--- src/rtl/usb_tx_pkg.sv ---
// usb_tx_pkg: packet geometry, PID codes and enums shared by the
// USB TX scheduler and its users.
package usb_tx_pkg;

  localparam int PKT_W  = 99;
  localparam int PID_HI = 90;
  localparam int PID_LO = 83;

  localparam logic [7:0] OUTPID  = 8'hE1;
  localparam logic [7:0] INPID   = 8'h69;
  localparam logic [7:0] DATAPID = 8'hC3;
  localparam logic [7:0] ACKPID  = 8'hD2;
  localparam logic [7:0] NAKPID  = 8'h5A;

  typedef enum logic [1:0] {
    TYPE_NON,
    TYPE_TOK,
    TYPE_DATA,
    TYPE_HS
  } pkt_type_t;

  typedef enum logic [1:0] {
    S_IDLE,
    S_LOAD,
    S_SEND,
    S_GAP
  } sched_state_t;

  function automatic pkt_type_t pid_type(input logic [7:0] pid);
    pkt_type_t t;
    case (pid)
      OUTPID,
      INPID:   t = TYPE_TOK;
      DATAPID: t = TYPE_DATA;
      ACKPID,
      NAKPID:  t = TYPE_HS;
      default: t = TYPE_NON;
    endcase
    return t;
  endfunction

endpackage

--- src/rtl/usb_tx_scheduler_rr_arbiter.sv ---
// rr_arbiter: combinational round-robin pick of the first set request
// at or after ptr (wrapping). Ports: req, ptr -> grant (one-hot), idx, any.
module rr_arbiter #(
  parameter int NUM_REQ = 3,
  parameter int IW      = (NUM_REQ > 1) ? $clog2(NUM_REQ) : 1
) (
  input  logic [NUM_REQ-1:0] req,
  input  logic [IW-1:0]      ptr,
  output logic [NUM_REQ-1:0] grant,
  output logic [IW-1:0]      idx,
  output logic               any
);

  logic [IW:0] j;

  // Walk offsets from far to near so the nearest set bit is the
  // last one written and therefore wins.
  always_comb begin
    grant = '0;
    idx   = '0;
    any   = 1'b0;
    j     = '0;
    for (int i = NUM_REQ - 1; i >= 0; i--) begin
      j = {1'b0, ptr} + (IW+1)'(i);
      if (j >= (IW+1)'(NUM_REQ)) begin
        j = j - (IW+1)'(NUM_REQ);
      end
      if (req[j[IW-1:0]]) begin
        grant             = '0;
        grant[j[IW-1:0]]  = 1'b1;
        idx               = j[IW-1:0];
        any               = 1'b1;
      end
    end
  end

endmodule

--- src/rtl/usb_tx_scheduler.sv ---
// usb_tx_scheduler: shares one USB packet encoder between NUM_REQ
// packet sources. Grants round-robin, holds enc_pkt for the whole
// packet, drops enc_pkt_avail on enc_pkt_sent and then idles GAP_CYC
// cycles before the next grant.
// Ports: req_valid/req_pkt in, req_ack/req_done/req_err pulses out,
// enc_pkt/enc_pkt_avail to encoder, enc_pkt_sent back, busy, owner.
// Option: define USB_TX_TIMEOUT_EN to abort a packet after
// TIMEOUT_CYC SEND cycles without enc_pkt_sent.
module usb_tx_scheduler #(
  parameter int NUM_REQ     = 3,
  parameter int PKT_W       = 99,
  parameter int GAP_CYC     = 4,
  parameter int TIMEOUT_CYC = 160,
  localparam int IW = (NUM_REQ > 1) ? $clog2(NUM_REQ) : 1
) (
  input  logic                          clk,
  input  logic                          rst,
  input  logic [NUM_REQ-1:0]            req_valid,
  input  logic [NUM_REQ-1:0][PKT_W-1:0] req_pkt,
  output logic [NUM_REQ-1:0]            req_ack,
  output logic [NUM_REQ-1:0]            req_done,
  output logic [NUM_REQ-1:0]            req_err,
  output logic [PKT_W-1:0]              enc_pkt,
  output logic                          enc_pkt_avail,
  input  logic                          enc_pkt_sent,
  output logic                          busy,
  output logic [IW-1:0]                 owner
);
  import usb_tx_pkg::*;

  localparam int GW = (GAP_CYC > 1) ? $clog2(GAP_CYC) : 1;

  sched_state_t         state_q, state_d;
  logic [IW-1:0]        rr_ptr_q, rr_ptr_d;
  logic [IW-1:0]        owner_q, owner_d;
  logic [PKT_W-1:0]     enc_pkt_q, enc_pkt_d;
  logic                 avail_q, avail_d;
  logic [NUM_REQ-1:0]   ack_q, ack_d;
  logic [NUM_REQ-1:0]   done_q, done_d;
  logic [NUM_REQ-1:0]   err_q, err_d;
  logic [GW-1:0]        gap_q, gap_d;

`ifdef USB_TX_TIMEOUT_EN
  localparam int WW = (TIMEOUT_CYC > 1) ? $clog2(TIMEOUT_CYC) : 1;
  logic [WW-1:0]        wd_q, wd_d;
`endif

  logic [NUM_REQ-1:0]   gnt;
  logic [IW-1:0]        gnt_idx;
  logic                 gnt_any;
  logic [IW-1:0]        ptr_nxt;
  logic [NUM_REQ-1:0]   owner_oh;
  logic                 pid_ok;

  rr_arbiter #(
    .NUM_REQ (NUM_REQ),
    .IW      (IW)
  ) u_arb (
    .req   (req_valid),
    .ptr   (rr_ptr_q),
    .grant (gnt),
    .idx   (gnt_idx),
    .any   (gnt_any)
  );

  assign ptr_nxt  = (gnt_idx == IW'(NUM_REQ - 1)) ? '0 : gnt_idx + 1'b1;
  assign owner_oh = {{(NUM_REQ-1){1'b0}}, 1'b1} << owner_q;
  assign pid_ok   = pid_type(enc_pkt_q[PID_HI:PID_LO]) != TYPE_NON;

  always_comb begin
    state_d   = state_q;
    rr_ptr_d  = rr_ptr_q;
    owner_d   = owner_q;
    enc_pkt_d = enc_pkt_q;
    avail_d   = avail_q;
    gap_d     = gap_q;
    ack_d     = '0;
    done_d    = '0;
    err_d     = '0;
`ifdef USB_TX_TIMEOUT_EN
    wd_d      = wd_q;
`endif
    unique case (state_q)
      S_IDLE: begin
        if (gnt_any) begin
          enc_pkt_d = req_pkt[gnt_idx];
          owner_d   = gnt_idx;
          rr_ptr_d  = ptr_nxt;
          ack_d     = gnt;
          state_d   = S_LOAD;
        end
      end
      S_LOAD: begin
        if (pid_ok) begin
          avail_d = 1'b1;
          state_d = S_SEND;
`ifdef USB_TX_TIMEOUT_EN
          wd_d    = '0;
`endif
        end else begin
          err_d   = owner_oh;
          gap_d   = GW'(GAP_CYC - 1);
          state_d = S_GAP;
        end
      end
      S_SEND: begin
        if (enc_pkt_sent) begin
          avail_d = 1'b0;
          done_d  = owner_oh;
          gap_d   = GW'(GAP_CYC - 1);
          state_d = S_GAP;
        end
`ifdef USB_TX_TIMEOUT_EN
        else if (wd_q == WW'(TIMEOUT_CYC - 1)) begin
          avail_d = 1'b0;
          err_d   = owner_oh;
          gap_d   = GW'(GAP_CYC - 1);
          state_d = S_GAP;
        end else begin
          wd_d = wd_q + 1'b1;
        end
`endif
      end
      S_GAP: begin
        if (gap_q == '0) begin
          state_d = S_IDLE;
        end else begin
          gap_d = gap_q - 1'b1;
        end
      end
      default: state_d = S_IDLE;
    endcase
  end

  always_ff @(posedge clk) begin
    if (rst) begin
      state_q   <= S_IDLE;
      rr_ptr_q  <= '0;
      owner_q   <= '0;
      enc_pkt_q <= '0;
      avail_q   <= 1'b0;
      ack_q     <= '0;
      done_q    <= '0;
      err_q     <= '0;
      gap_q     <= '0;
`ifdef USB_TX_TIMEOUT_EN
      wd_q      <= '0;
`endif
    end else begin
      state_q   <= state_d;
      rr_ptr_q  <= rr_ptr_d;
      owner_q   <= owner_d;
      enc_pkt_q <= enc_pkt_d;
      avail_q   <= avail_d;
      ack_q     <= ack_d;
      done_q    <= done_d;
      err_q     <= err_d;
      gap_q     <= gap_d;
`ifdef USB_TX_TIMEOUT_EN
      wd_q      <= wd_d;
`endif
    end
  end

  assign req_ack       = ack_q;
  assign req_done      = done_q;
  assign req_err       = err_q;
  assign enc_pkt       = enc_pkt_q;
  assign enc_pkt_avail = avail_q;
  assign owner         = owner_q;
  assign busy          = (state_q != S_IDLE);

endmodule

--- config.mk ---
export PLATFORM = sky130hd
export DESIGN_NAME = usb_tx_scheduler
export DESIGN_NICKNAME = d
export VERILOG_FILES = /design/src/rtl/usb_tx_pkg.sv /design/src/rtl/usb_tx_scheduler_rr_arbiter.sv /design/src/rtl/usb_tx_scheduler.sv
export SDC_FILE = /design/constraint.sdc
export NUM_CORES = 1
export LEC_CHECK = 0
export CAP_MARGIN = 20
export CORE_AREA = 5 5 159 161
export DETAILED_ROUTE_END_ITERATION = 8
export DIE_AREA = 0 0 164 166
export PLACE_DENSITY_LB_ADDON = 0.25
export SYNTH_ARGS = -nofsm -noshare
export SYNTH_HDL_FRONTEND = slang
export SYNTH_SLANG_ARGS = --single-unit
--- constraint.sdc ---
create_clock -name clk -period 3.3 [get_ports clk]
set_input_delay 0.33 -clock clk [delete_from_list [all_inputs] [get_ports clk]]
set_output_delay 0.33 -clock clk [all_outputs]
set_load 0.005 [all_outputs]
==> qor.yml, run 1 <==
final_layout:
  final_area_mm2: 0.0106
  final_core_util: 0.445
  stdcell_count: 1324
  area_delta_synth_final_pct: 86.0
  layout.nets: 1299
  drive_above_1_share: 0.0551
pwr:
  ir_drop_mv: 0.804
  clkPwrFrac: 0.191
  power.density_mw_per_mm2: 902
  sw_frac_of_total: 0.386
  seqPwrFrac: 0.256
  p_int_mw: 5.87
  p_leak_nw: 3.85
  switchingPower_mw: 3.69
  comb_power_share: 0.553
die:
  die_x_um: 164
  die_area_mm2: 0.0272
  die_h_um: 166
  core_mm2: 0.0238
  initial_core_util: 0.239
  io_pins: 415
  fp-row-count: 57
routing:
  avgViaCountPerCell: 5.05
  drtAntennaViolNets: 0
  drcViolationCount: 0
  first_iter_violations: 622
  dr.pass1.iters: 9
  routedWlPerCell_um: 19.7
  vias: 6688
  wirelength_um: 26100
global_routing:
  grt_pass1_vias: 6594
  grt_max_degree: 100
  grt_pass1_wl_um: 38500
  grt_overflow_total: 0
  track_usage: 0.181
  antenna_found_initial: 6
timing:
  max_freq_mhz: 355
  final_max_slew_viol_count: 0
  tns_ps: 0
  slew_headroom: 0.534
  layout_min_cycle_time_ps: 2820
  setup_viol: 0
  rsz0062_at_grt: "false"
  hold_slack_ps: 476
  hold_violations: 0
  timing.final.crit_share: 0.854
  skew_ps: 7.76
  worst_slew_pin_slew_ps: 698
yosys:
  avgSynthCellArea_um2: 9.31
  syn_nets: 925
  synth_top_area_frac: 0.411
  ys.flop_type: "dfxtp_1"
  synth_most_common_cell: "dfxtp_1"
  synthCells: 612
  ys_ff_latch: 117
  synth_top_area_cell: "dfxtp_1"
  yosysWarnings: 0
  synth.distinct_cells: 47
  synth_edf_count: 0
  seq_area_frac_synth: 0.411
  synthTopCellsByArea: "dfxtp_1 41%, a222oi_1 17%, a211oi_1 13%"
  synthArstFlopShare: 0
  netlist_area_mm2: 0.00570
  synth_common_cells: "117 x dfxtp_1, 107 x nor2_1, 102 x a211oi_1, 99 x a222oi_1, 38 x buf_2"
clocking:
  ctsResizeCount: 0
  cts_setup_buffers: 0
  cts_buffer_depth: 2
  clock-sinks: 117
  ctsHoldBuffers: 0
  path_clk_slew_ps: 60
  insertion_delay_ps: 410
  htreeDepth: 4
  cts_inserted_buffers: 17
  cts_root_buffer: "clkbuf_16"
  cts_tree: "built"
place:
  place_congestion: 0.780
  place_area_mm2: 0.0100
  dpl.hpwl_um: 19400
  io_buffers: 414
  place_inst: 1291
run_status:
  status: "complete, no violations"
critical_path:
  cp.arrival_ps: 3130
  crit_required_ps: 3610
  critPathMaxFanout: 53
  start_kind: "flip-flop"
  endpoint_kind: "flip-flop"
  critical_path_class: "flip-flop to flip-flop"
min_path:
  hold_path.class: "primary input to flip-flop"
job:
  cap_violations: 0
cell type report:
type	count	area, µm²
diodes	1	2.50
clock buffers	19	443
clock inverters	13	134
fillers	2373	13200
inverters	13	48.8
multi-input cells	408	2900
flip-flops and latches	117	2340
well taps	324	405
repair buffers	429	4330
sequential cells by signal, summed over array words and instances (netlist names):
signal	cells
enc_pkt	99
req_ack	3
req_done	3
req_err	3
gap_q	2
owner	2
rr_ptr_q	2
state_q	2
enc_pkt_avail	1
routing by layer:
layer	wire, µm	track usage	vias to the layer above
met1	10100	0.211	3084
met3	2680	0.0705	34
met2	12700	0.309	326
li1	-	-	3234
met5	80	0	-
met4	451	0.0511	10
worst max-delay path, cell delays in order, from the launching register on:
cell and delay [ps]:
dfxtp_1 370, inv_1 80, ha_1 390, a21oi_1 250, o221a_4 640, buf_4 480
a222oi_1 180, a211oi_1 310
path summary, 6_finish.rpt:
kind	end	slack, ps	startpoint	depth (start not counted)
worst max-delay path	enc_pkt[52]$_SDFFE_PP0N_	480	rr_ptr_q[1]$_SDFFE_PP0N_	7
worst max register to register	enc_pkt[52]$_SDFFE_PP0N_	480	rr_ptr_q[1]$_SDFFE_PP0N_	7
worst min register to register	enc_pkt[6]$_SDFFE_PP0N_	500	enc_pkt[6]$_SDFFE_PP0N_	2
worst min-delay path	rr_ptr_q[1]$_SDFFE_PP0N_	480	rst	2
power groups by stage:
stage	clock network (mW)	registers, mW	logic (mW)
2_1_floorplan	0	2.49	2.95
3_5_place_dp	0	2.47	5.35
4_1_cts	1.88	2.46	5.37
5_1_grt	1.94	2.54	5.83
3_3_place_gp	0	2.46	5.33
6_report	1.82	2.45	5.29
layout by cell type (no fill, tap or decap), types with 2 or more instances in the layout:
master / Yosys / routed
clkdlybuf4s50_1: 0 / 413
dfxtp_1: 117 / 117
nor2_1: 107 / 107
a211oi_1: 102 / 102
a222oi_1: 99 / 99
clkbuf_16: 0 / 17
inv_1: 12 / 12
a21oi_1: 12 / 12
nand2_1: 12 / 12
ha_1: 10 / 10
buf_4: 1 / 10
nor2b_1: 6 / 6
clkinvlp_4: 0 / 6
buf_12: 0 / 6
a31oi_1: 4 / 4
nand3_1: 4 / 4
nor4_1: 4 / 4
clkinv_2: 0 / 4
o211ai_1: 3 / 3
nor3_1: 3 / 3
nor3b_1: 3 / 3
o21a_1: 3 / 3
o21ai_0: 3 / 3
nand3b_1: 3 / 3
nand2b_1: 3 / 3
and3_1: 2 / 2
xor2_1: 2 / 2
mux2i_1: 2 / 2
a2bb2oi_1: 2 / 2
a2111oi_0: 2 / 2
bufinv_16: 0 / 2
cells by family after synthesis:
logic type,after synthesis,synth area share
simple gates,152,0.116
buf+inv,87,0.0874
mux,2,0.00351
fa+ha+maj,11,0.0239
flops,117,0.411
xor+xnor,2,0.00307
compound gates,241,0.356
stage by stage:
| stage | power, mW | setup slack, ps |
|---|---|---|
| after global routing | 10.3 | 255 |
| after global placement | 7.79 | 476 |
| after floorplan | 5.44 | 1150 |
| after CTS | 9.71 | 479 |
| final | 9.56 | 483 |
| after detailed placement | 7.82 | 426 |
Power figures use the tool's default switching activity.
==> run 2: changes to the inputs <==
Settings changed: ABC_CLOCK_PERIOD_IN_PS set to 2500, CORE_AREA 5 5 159 161 to 5 5 157 159, DIE_AREA 0 0 164 166 to 0 0 162 164.
Clock period 3.3 ns to 2.5 ns, I/O delays scaled along.
==> run 2 against run 1 <==
Effect of this change:
- the flow now finishes with violations (DRC)
- sequential power increased by 33%
- global-route usage up 0.24 points
- sequential cell count did not move
- via count grew 1.5%
- clock-buffer cell count is the same
- die area down 2.4%
- register-to-register slack got worse by 330 ps
- hold slack got worse by 88 ps
- cell area increased by 1.4%
- clock power grew 38%
- fmax increased by 20%
- non-clock buffer count is 10 higher
- critical endpoint is now enc_pkt[63]$_SDFFE_PP0N_
- largest cell class unchanged
==> qor.yml, run 2 (synthesized netlist as in run 1, its figures left out) <==
final_layout:
  final_core_util: 0.465  # +0.0197
  antenna_cells: 0  # -1
  largest_register_ffs: 99  # unchanged
  regArea_mm2: 0.00234  # unchanged
  multi_input_area_mm2: 0.00290  # about the same
  layout.nets: 1309  # +0.77%
  layout_common_cells: "413 x clkdlybuf4s50_1, 117 x dfxtp_1, 107 x nor2_1"
  drive_above_1_share: 0.0654  # +0.0104
  area_delta_synth_final_pct: 88.5
  layout_commonest_cell: "clkdlybuf4s50_1"
  nFillCells: 2228  # -6.1%
pwr:
  ir_drop_mv: 0.759  # -5.6%
  p_total_mw: 13.0  # +36%
  power.density_mw_per_mm2: 1210  # +35%
  p_leak_nw: 3.95  # +2.4%
run_status:
  violations: "DRC"
  status: "finished with violations"
clocking:
  cts_root_buffer: "clkbuf_16"
  clock-sinks: 117  # unchanged
  path_clk_slew_ps: 50  # about the same
  cts_tree: "built"
  cts_inserted_buffers: 17  # unchanged
  cts_buffer_depth: 2  # unchanged
  insertion_delay_ps: 420  # about the same
  htreeDepth: 4  # unchanged
  ctsHoldBuffers: 0  # unchanged
routing:
  dr.pass1.iters: 9  # unchanged
  avgViaCountPerCell: 5.22  # +3.4%
  drtAntennaViolNets: 0  # unchanged
  wl_met2_um: 13000  # +2.2%
  routedLengthMet1_um: 9940  # -1.9%
  vias: 6785  # +1.5%
  routedWlPerCell_um: 20.1  # +2.2%
  dr.max_layer_used: "met5"
  drcViolationCount: 5  # +5
  wirelength_um: 26100  # +0.23%
  first_iter_violations: 726  # +17%
  wl_met3_um: 2680  # about the same
die:
  die_area_mm2: 0.0266  # -2.4%
  io_pins: 415  # unchanged
  fp-row-count: 56  # -1.8%
  die_h_um: 164  # -1.2%
  core_mm2: 0.0231  # -2.9%
  die_x_um: 162  # -1.2%
  initial_core_util: 0.247  # +0.00723
critical_path:
  critPathMaxFanout: 44  # -17%
  start_kind: "flip-flop"
  crit_chain: "inv_1 -> ha_2 -> maj3_2 -> o221a_4 -> buf_12 -> a222oi_1 -> a211oi_1"
  cp_slowest_cell: "a222oi_1"
  max_stage_delay_ps: 450  # -190 ps
  cp.arrival_ps: 2620  # -510 ps
  endpoint_kind: "flip-flop"
  crit_required_ps: 2780  # -830 ps
  critical_path_class: "flip-flop to flip-flop"
global_routing:
  grt_max_degree: 72  # -28%
  antenna_found_initial: 4  # -2
  grt_pass1_vias: 6621  # +0.41%
  track_usage: 0.184  # +0.00244
  grt_overflow_total: 0  # unchanged
  grt_pass1_wl_um: 38300  # -0.59%
place:
  dpl.hpwl_um: 19400  # about the same
  io_buffers: 414  # unchanged
  place_congestion: 0.803  # +3.0%
timing:
  setup_viol: 0  # unchanged
  timing.final.crit_share: 0.939  # +0.0849
  max_freq_mhz: 426  # +20%
  hold_violations: 0  # unchanged
  final_max_slew_viol_count: 0  # unchanged
  slew_headroom: 0.556  # +0.0211
  layout_min_cycle_time_ps: 2350  # -471 ps
  worst_slew_pin_slew_ps: 667  # -31.6 ps
  tns_ps: 0  # unchanged
  skew_ps: 12.5  # +4.77 ps
min_path:
  hold_path.class: "primary input to flip-flop"
job:
  cap_violations: 0  # unchanged
run 2: worst paths after layout:
check	startpoint	to	slack, ps	depth (start not counted)
hold reg to reg	enc_pkt[54]$_SDFFE_PP0N_	enc_pkt[54]$_SDFFE_PP0N_	500	2
setup reg to reg	rr_ptr_q[0]$_SDFFE_PP0N_	enc_pkt[63]$_SDFFE_PP0N_	150	7
setup / recovery	rr_ptr_q[0]$_SDFFE_PP0N_	enc_pkt[63]$_SDFFE_PP0N_	150	7
hold / removal	rst	owner[0]$_SDFFE_PP0N_	390	2
run 2: worst max-delay path: cells and delay by family (launching register included):
family	cells	cell delay (ps)
AO/OA/AOI/OAI	3	860
adder cells (fa/ha/maj)	2	680
buffers and inverters	2	280
flip-flops	1	360
run 2: report_power, final:
group	leakage (nW)	internal (mW)	total [mW]	switching, mW
clock	0.285	1.59	2.52	0.930
sequential	0.969	2.75	3.25	0.501
combinational	2.69	3.77	7.28	3.51
run 2: metal layers:
metal | vias up | global-route usage
li1 | 3259 | -
met1 | 3172 | 0.207
met2 | 308 | 0.318
met3 | 38 | 0.0738
met4 | 8 | 0.0596
met5 | - | 0
run 2: per-stage QoR:
stage | area [µm²] | setup WS, ps | hold slack [ps] | cells
2_1_floorplan | 5700 | 351 | 444 | 612
3_3_place_gp | 10100 | 125 | 472 | 1266
3_5_place_dp | 10100 | 110 | 490 | 1266
4_1_cts | 10700 | 80.0 | 375 | 1298
5_1_grt | 10700 | -3.06 | 431 | 1299
6_report | 10700 | 153 | 387 | 1299
run 2: final cells by class:
class	count	area share
clock buffers	19	0.0412
inverters	13	0.00454
repair buffers	439	0.418
flip-flops and latches	117	0.218
clock inverters	13	0.0147
well taps	290	0.0338
multi-input cells	408	0.270
run 2: what timing repair did:
item / CTS / global route
setup buffers: 0 / 1
endpoints found under the setup margin: 0 / 55
resized for setup: 0 / 1
